**config.mk**
```make
export PLATFORM = sky130hd
export DESIGN_NAME = display_panel_capture
export DESIGN_NICKNAME = d
export VERILOG_FILES = /design/src/rtl/display_panel_capture.sv
export SDC_FILE = /design/constraint.sdc
export NUM_CORES = 2
export LEC_CHECK = 0
export ABC_AREA = 1
export ABC_CLOCK_PERIOD_IN_PS = 31400
export BUFFER_PORTS_ARGS = -buffer_cell sky130_fd_sc_hd__buf_2
export CAP_MARGIN = 20
export CORE_MARGIN = 2
export CORE_UTILIZATION = 45
export CTS_CLUSTER_DIAMETER = 150
export DETAILED_ROUTE_END_ITERATION = 10
export GPL_TIMING_DRIVEN = 0
export PLACE_DENSITY = 0.59
export SKIP_LAST_GASP = 1
export SLEW_MARGIN = 20
export SYNTH_ARGS = -nofsm -noshare
export SYNTH_HDL_FRONTEND = slang
export SYNTH_SLANG_ARGS = --single-unit
export TNS_END_PERCENT = 50
```
**constraint.sdc**
```tcl
create_clock -name clk -period 31.4 [get_ports clk]
set_clock_uncertainty 0.1 [all_clocks]
set_input_delay 1.57 -clock clk [delete_from_list [all_inputs] [get_ports clk]]
set_output_delay 1.57 -clock clk [all_outputs]
set_load 0.03 [all_outputs]
```
**src/rtl/display_panel_capture.sv**
```systemverilog
// ---------------------------------------------------------------------------
// display_panel_capture
//
// Sink model for a HUB75-style panel stream. It runs in the driver's clock
// domain, so oclk, lat and oe are sampled as ordinary inputs and never used
// as clocks.
//   - sdata is shifted in on every oclk rise. After exactly COLUMNS rises,
//     the first bit sent sits at column 0.
//   - A lat rise copies the shift chain into the latch register and records
//     the row address.
//   - While in IDLE, lit time is accumulated per column.
//   - A change of the row address flushes the accumulated row as one word per
//     column over a valid/ready stream.
//
// Optional feature (macro DISPLAY_CAPTURE_CYCLE_WEIGHT_EN):
//   defined   - every clk cycle with oe=1 adds 1 per lit column
//   undefined - every oe fall (the end of one display window) adds 1 per lit
//               column
//
// Ports:
//   clk, rst                  clock; asynchronous active-high reset
//   row                       row address from the driver
//   sdata, oclk, lat, oe      serial panel stream
//   out_valid / out_ready     result stream handshake
//   out_row, out_column       identify the result word
//   out_value                 accumulated on-time of that column
//   out_last                  final column of the row
//   frame_done                one-cycle pulse when the row wraps from ROWS-1 to 0
//   overrun                   sticky: an oe fall occurred while flushing
//   saturated                 sticky: an accumulator was clamped
//
// Handshake: a word transfers on a clock edge where out_valid and out_ready
// are both high. While out_valid is high and out_ready is low, every out_*
// field holds steady. out_valid falls only after the last column of the row
// has been accepted.
// The FSM state is visible directly on out_valid (high exactly in FLUSH).
// ---------------------------------------------------------------------------
module display_panel_capture #(
    parameter int ROWS     = 8,
    parameter int COLUMNS  = 32,
    parameter int ACCWIDTH = 16
) (
    input  logic                       clk,
    input  logic                       rst,
    input  logic [$clog2(ROWS)-1:0]    row,
    input  logic                       sdata,
    input  logic                       oclk,
    input  logic                       lat,
    input  logic                       oe,
    output logic                       out_valid,
    input  logic                       out_ready,
    output logic [$clog2(ROWS)-1:0]    out_row,
    output logic [$clog2(COLUMNS)-1:0] out_column,
    output logic [ACCWIDTH-1:0]        out_value,
    output logic                       out_last,
    output logic                       frame_done,
    output logic                       overrun,
    output logic                       saturated
);
    localparam int RW = $clog2(ROWS);
    localparam int CW = $clog2(COLUMNS);

    localparam logic [0:0] ST_IDLE  = 1'b0;
    localparam logic [0:0] ST_FLUSH = 1'b1;

    localparam logic [ACCWIDTH-1:0] ACC_MAX  = '1;
    localparam logic [RW-1:0]       LAST_ROW = RW'(ROWS - 1);
    localparam logic [CW-1:0]       LAST_COL = CW'(COLUMNS - 1);

    logic [COLUMNS-1:0]  shreg_q, shreg_d;
    logic [COLUMNS-1:0]  latreg_q, latreg_d;
    logic [ACCWIDTH-1:0] acc_q [COLUMNS];
    logic [ACCWIDTH-1:0] acc_d [COLUMNS];
    logic                oclk_q, lat_q, oe_q;
    logic [RW-1:0]       row_q, cur_row_q, cur_row_d, flush_row_q, flush_row_d;
    logic [CW-1:0]       col_q, col_d;
    logic [0:0]          state_q, state_d;
    logic                overrun_q, overrun_d, saturated_q, saturated_d;

    logic oclk_rise, lat_rise, oe_fall, acc_event;

    assign oclk_rise = oclk & ~oclk_q;
    assign lat_rise  = lat & ~lat_q;
    assign oe_fall   = ~oe & oe_q;

`ifdef DISPLAY_CAPTURE_CYCLE_WEIGHT_EN
    assign acc_event = oe;       // count each lit clock cycle
`else
    assign acc_event = oe_fall;  // count each completed display window
`endif

    always_comb begin
        shreg_d     = shreg_q;
        latreg_d    = latreg_q;
        cur_row_d   = cur_row_q;
        flush_row_d = flush_row_q;
        col_d       = col_q;
        state_d     = state_q;
        overrun_d   = overrun_q;
        saturated_d = saturated_q;
        for (int c = 0; c < COLUMNS; c++) begin
            acc_d[c] = acc_q[c];
        end

        if (oclk_rise) begin
            shreg_d = {sdata, shreg_q[COLUMNS-1:1]};
        end
        // A coincident shift and latch hand the latch the post-shift chain.
        if (lat_rise) begin
            latreg_d  = shreg_d;
            cur_row_d = row;
        end

        case (state_q)
            ST_IDLE: begin
                for (int c = 0; c < COLUMNS; c++) begin
                    if (acc_event && latreg_q[c]) begin
                        if (acc_q[c] == ACC_MAX) begin
                            saturated_d = 1'b1;
                        end else begin
                            acc_d[c] = acc_q[c] + 1'b1;
                        end
                    end
                end
                if (row != row_q) begin
                    state_d     = ST_FLUSH;
                    flush_row_d = cur_row_q;
                    col_d       = '0;
                end
            end
            default: begin
                // Lit time ending while flushing is dropped but flagged.
                if (oe_fall) begin
                    overrun_d = 1'b1;
                end
                if (out_ready) begin
                    acc_d[col_q] = '0;
                    if (col_q == LAST_COL) begin
                        state_d = ST_IDLE;
                    end else begin
                        col_d = col_q + 1'b1;
                    end
                end
            end
        endcase
    end

    always_ff @(posedge clk or posedge rst) begin
        if (rst) begin
            shreg_q     <= '0;
            latreg_q    <= '0;
            oclk_q      <= 1'b0;
            lat_q       <= 1'b0;
            oe_q        <= 1'b0;
            row_q       <= '0;
            cur_row_q   <= '0;
            flush_row_q <= '0;
            col_q       <= '0;
            state_q     <= ST_IDLE;
            overrun_q   <= 1'b0;
            saturated_q <= 1'b0;
            for (int c = 0; c < COLUMNS; c++) begin
                acc_q[c] <= '0;
            end
        end else begin
            shreg_q     <= shreg_d;
            latreg_q    <= latreg_d;
            oclk_q      <= oclk;
            lat_q       <= lat;
            oe_q        <= oe;
            row_q       <= row;
            cur_row_q   <= cur_row_d;
            flush_row_q <= flush_row_d;
            col_q       <= col_d;
            state_q     <= state_d;
            overrun_q   <= overrun_d;
            saturated_q <= saturated_d;
            for (int c = 0; c < COLUMNS; c++) begin
                acc_q[c] <= acc_d[c];
            end
        end
    end

    assign out_valid  = (state_q == ST_FLUSH);
    assign out_row    = flush_row_q;
    assign out_column = col_q;
    assign out_value  = acc_q[col_q];
    assign out_last   = out_valid && (col_q == LAST_COL);
    assign frame_done = (row_q == LAST_ROW) && (row == '0);
    assign overrun    = overrun_q;
    assign saturated  = saturated_q;

endmodule

```
# Word level (Yosys, flattened, before mapping)
# Cells that the tools add are included.
[word_totals] ff_bits=596 elab_cells=416
[classes] eq_ne=69 n_reduce_logical=104 n_addsub=33 n_bitwise=10 n_mux=154 order_cmp=2
[ops] op="2-to-1 mux 16 bit" n=67
[ops] op="2-to-1 mux 512 bit" n=2
[ops] op="adder 16 x 1 -> 16 bit (second input constant)" n=32
[ops] op="bitwise AND 512 bit" n=1
[ops] op="equality test 16 bit (second input constant)" n=32
[ops] op="NOT 512 bit" n=1
[ops] op="AND reduction 3 bit" n=33
[ops] op="binary-select mux 16 bit (select 5 bit)" n=1
[ops] op="demux 16 bit (select 5 bit)" n=1
[ops] op="2-to-1 mux 1 bit" n=78
[ops] op="!= test 2 bit (second input constant)" n=34
[ops] op="nonzero test 2 bit" n=33
[ops] op="logical AND 1 bit" n=35
[ops] op="2-to-1 mux 32 bit" n=1
[ops] op="2-to-1 mux 5 bit" n=4
[ops] op="greater-or-equal comparator 6 bit (second input constant)" n=1
[ops] op="less-than comparator 6 x 1 -> 1 bit (second input constant)" n=1
[ops] op="NOT 5 -> 6 bit" n=1
[ops] op="adder 5 x 1 -> 5 bit (second input constant)" n=1
[ops] op="equality test 5 bit (second input constant)" n=1
[ops] op="NOT 1 bit" n=4
[ops] op="AND reduction 2 bit" n=2
[ops] op="bitwise AND 1 bit" n=3
[ops] op="equality test 3 bit (second input constant)" n=1
[ops] op="2 further kinds" n=2

# Depth between registers and ports, before layout
[depth] depth_word=76 depth_mapped=14

# Least setup slack after synthesis
# Ideal clock, no wire load.
[synth_path] path_type="input to output" start="input port row[0]" end="output port frame_done" arrival_time_ns=2.568 path_slack_ns=27.162 path_stages=1 path_cell_list="nor4_1"
[synth_via] elab_chain_len=2
[synth_lines] element="start, declared" line="45" source="input logic [$clog2(ROWS)-1:0] row,"
[synth_lines] element="zero test 3 bit" line="189" source="assign frame_done = (row_q == LAST_ROW) && (row == '0);"
[synth_lines] element="logical AND 1 bit" line="189"
[synth_lines] element="end, declared" line="56" source="output logic frame_done,"
# Every way passes these cells.

# Worst setup path after layout
[layout_path] start="register col_q[1] (netlist: out_column[1])" end="output port out_value[15]"
[layout_via] elab_chain_len=4
[layout_lines] element="start, declared" line="76" source="logic [CW-1:0] col_q, col_d;"
[layout_lines] element="start signal, assigned" line="174" source="col_q <= col_d;"
[layout_lines] element="NOT 5 -> 6 bit (implied by the code)" line="187" source="assign out_value = acc_q[col_q];"
[layout_lines] element="binary-select mux 16 bit (select 5 bit)" line="187"
[layout_lines] element="2-to-1 mux 16 bit (implied by the code) (2 in a row)" line="187"
[layout_lines] element="end, declared" line="54" source="output logic [ACCWIDTH-1:0] out_value,"
# Every way passes these cells. The select of a mux whose other input is x is not followed.

==> results_dict.tcl <==
set metrics [dict create \
    worstSetupPathType "flop to primary output" \
    rsz0062_at_grt "no" \
    vias_per_cell 6.039 \
    max_slew_margin_pct 11.64 \
    syn_inst 5247 \
    wirelength_mm 175.9 \
    avgSynthCellArea_um2 7.101 \
    internal_power_uw 1889 \
    cts_setup_buffers 0 \
    drt_iter0_drc 6147 \
    place_area_mm2 0.03910 \
    clockBufferDepth 3 \
    vias 39250 \
    hold_viol_final 0 \
    vdd_drop_max_mv 0.06599 \
    switching_share_pct 46.35 \
    routed-wl-met2_mm 71.12 \
    synthTopCellsByCount "984 x nand2_1, 762 x a21oi_1, 663 x inv_1, 596 x dfrtp_1, 583 x o21ai_0" \
    yosysSeqAreaShare_pct 40.03 \
    initial_utilization_pct 45.45 \
    reg2reg_from "out_column[0]" \
    cp.arrival_ps 4670 \
    worst_pin_slew_ps 1325 \
    finalInstanceArea_mm2 0.04159 \
    design_power_total_uw 3521 \
    setup_tns_ps 0 \
    htreeDepth 3 \
    path_cells "buf_2 > buf_2 > buf_1 > a21oi_1 > o21ai_0 > a21oi_1 > nor4_1 > nand2_1 > buf_2" \
    hold_path.class "flop to flop" \
    fin_crit_sh_pct 20.18 \
    pwr-share-comb_pct 39.4 \
    p_leak_uw 0.01902 \
    max_cap_violations 0 \
    fin_ws_ps 25060 \
    cts_tree "yes" \
    ys_warn_count 0 \
    finalSetupViolCount 0 \
    drive_above_1_share_pct 9.570 \
    status "finished clean" \
    crit_slowest_cell "buf_1" \
    powerDensity_mw_per_mm2 84.67 \
    max_freq_mhz 157.8 \
    cts_resized 0 \
    die_w_um 291.7 \
    synth_area_mm2 0.03726 \
    die_h_um 291.7 \
    numCtsBuffers 76 \
    critPathMaxStageDelay_ps 1020 \
    seq_power_share_pct 35.1 \
    grt_pass1_vias 35590 \
    ys_seq_elements 596 \
    area_delta_synth_final_pct 11.61 \
    drtAntennaViolNets 0 \
    startpoint "out_column[1]" \
    met1Wirelength_mm 72.45 \
    nNetsFinal 5420 \
    grt_antenna_before_repair 12 \
    period_minus_slack_ps 6338 \
    syn_nets 5294 \
    port_buffers 38 \
    crit_path_start_kind "flop" \
    top_layer "met5" \
    p_clk_share_pct 25.5 \
    grt_max_degree 102 \
    numClockSinks 596 \
    fp-row-count 105 \
    synth_top_area_cell "dfrtp_1" \
    synth_edf_count 0 \
    drt_pass1_iterations 8 \
    async_reset_ff_share_pct 100.0 \
    synthTopCellsByArea "dfrtp_1 40%, a21oi_1 10%, nand2_1 9.9%" \
    r2r-end "acc_q[507]" \
    required_ps 29730 \
    rr_worst_depth 12 \
    synth.most_common_cell "nand2_1" \
    place.gp.congestion 1.072 \
    grt_pass1_wl_mm 250.0 \
    clk_pin_slew_ps 70 \
    synth_cell_type_count 65 \
    core-area_mm2 0.08198 \
    holdBufCountCts 0 \
    io_pins 39 \
    r2r_slack_ps 26850 \
    wl_met3_mm 21.76 \
    synth.top_cell.area_share_pct 40.03 \
    dp_hpwl_mm 129.8 \
    critPathMaxFanout 10 \
    pre_cts_ws_ps 26050 \
    overflow 0 \
    die-area_mm2 0.08512 \
    power_switching_uw 1632 \
    endpoint_kind "primary output" \
    path_common_cell "buf_2" \
    remaining_drc_errors 0 \
    clkLatencyLatePin_ps 670 \
    final_max_slew_viol_count 0 \
    wl_per_cell_um 27.06 \
    yosys_most_used_dff "dfrtp_1" \
    grt_usage_pct 40.62 \
    setup.worst_path.end "out_value[15]" \
    root_buffer "clkbuf_16" \
]
==> placed cells by master, fill, tap and decap left out, types with 13 or more instances in the layout <==
cell type and instances:
nor3b_1 17, inv_1 662, a22oi_1 28, nand3_1 230, nand4_1 55, clkbuf_2 29, a21oi_1 762, nor3_1 113
clkbuf_8 13, a2bb2oi_1 17, o21a_1 20, clkbuf_16 79, nor2_2 36, ha_1 37, nor2_1 512, o21ai_1 25
buf_4 24, or2_2 20, nand2_2 17, nand2_1 984, buf_6 14, mux2_2 19, buf_1 17, o21ai_0 583
clkbuf_1 63, dfrtp_1 596, inv_2 33, a21boi_0 25, nor2_4 29, buf_2 108, nand3_2 22, a31oi_1 47
==> stage by stage <==
step           util, %  instances  hold WS [ps]
2_1_floorplan        -       5247         338.0
3_5_place_dp     47.70       6365         372.4
3_3_place_gp     47.32       6355         363.3
6_report         50.73       6499         383.9
4_1_cts          50.71       6493         393.0
5_1_grt          50.71       6494         413.6
==> power by group through the flow <==
stage	clock network, uW	registers (uW)	logic, uW
after floorplan	0	1180	787
after detailed placement	0	1230	1320
after global placement	0	1240	1300
final	898	1240	1390
after CTS	901	1230	1320
after global routing	930	1260	1460
==> kinds of logic (layout without fill, tap and decap cells) <==
kind of cell	Yosys count	after routing	share of synthesized area [%]
AND/OR/NAND/NOR	2084	2084	24.91
flip-flops	596	596	40.03
adder cells (fa/ha/maj)	37	37	1.242
multiplexers	19	19	0.5742
buffers and inverters	906	1082	9.953
XOR/XNOR	5	5	0.1175
other	0	6	0
AO/OA/AOI/OAI	1600	1600	23.17
==> routing by layer <==
metal / GRT usage, % / up-vias
met5: 0 / -
met4: 20.91 / 4
met3: 12.04 / 451
met2: 57.49 / 2396
met1: 56.00 / 18730
li1: - / 17670
==> flip-flops by register name, summed over array words and instances, names as in the netlist <==
signal,flops
acc_q,512
latreg_q,32
shreg_q,32
out_column,5
cur_row_q,3
out_row,3
row_q,3
lat_q,1
oclk_q,1
oe_q,1
out_valid,1
overrun,1
saturated,1
==> how the worst min path moves through the flow <==
stage                   endpoint  slack, ps          from  depth (start not counted)
floorplan           cur_row_q[0]        340  cur_row_q[0]                          2
global placement    cur_row_q[0]        360  cur_row_q[0]                          2
detailed placement  cur_row_q[0]        370  cur_row_q[0]                          2
CTS                 cur_row_q[0]        390  cur_row_q[0]                          2
global route        cur_row_q[1]        410  cur_row_q[1]                          2
finish              cur_row_q[0]        380  cur_row_q[0]                          2
==> final cells by class <==
class                      instances  area (um2)
antenna                            6       15.01
buffer                           198        1090
clock buffer                     113        2235
clock inverter                    15       230.2
fill                            8251       40390
inverter                         708        2669
multi-input combinational       3745       18640
sequential                       596       14910
tap                             1070        1339
timing repair buffer              48       457.9
==> critical path: cells and delay by family, from the launching register on <==
kind / cells / cell delay, ps
buffers and inverters: 4 / 2090
AND/OR/NAND/NOR: 2 / 900
flip-flops: 1 / 570
AO/OA/AOI/OAI: 3 / 420
(Power assumes the default switching activity.)
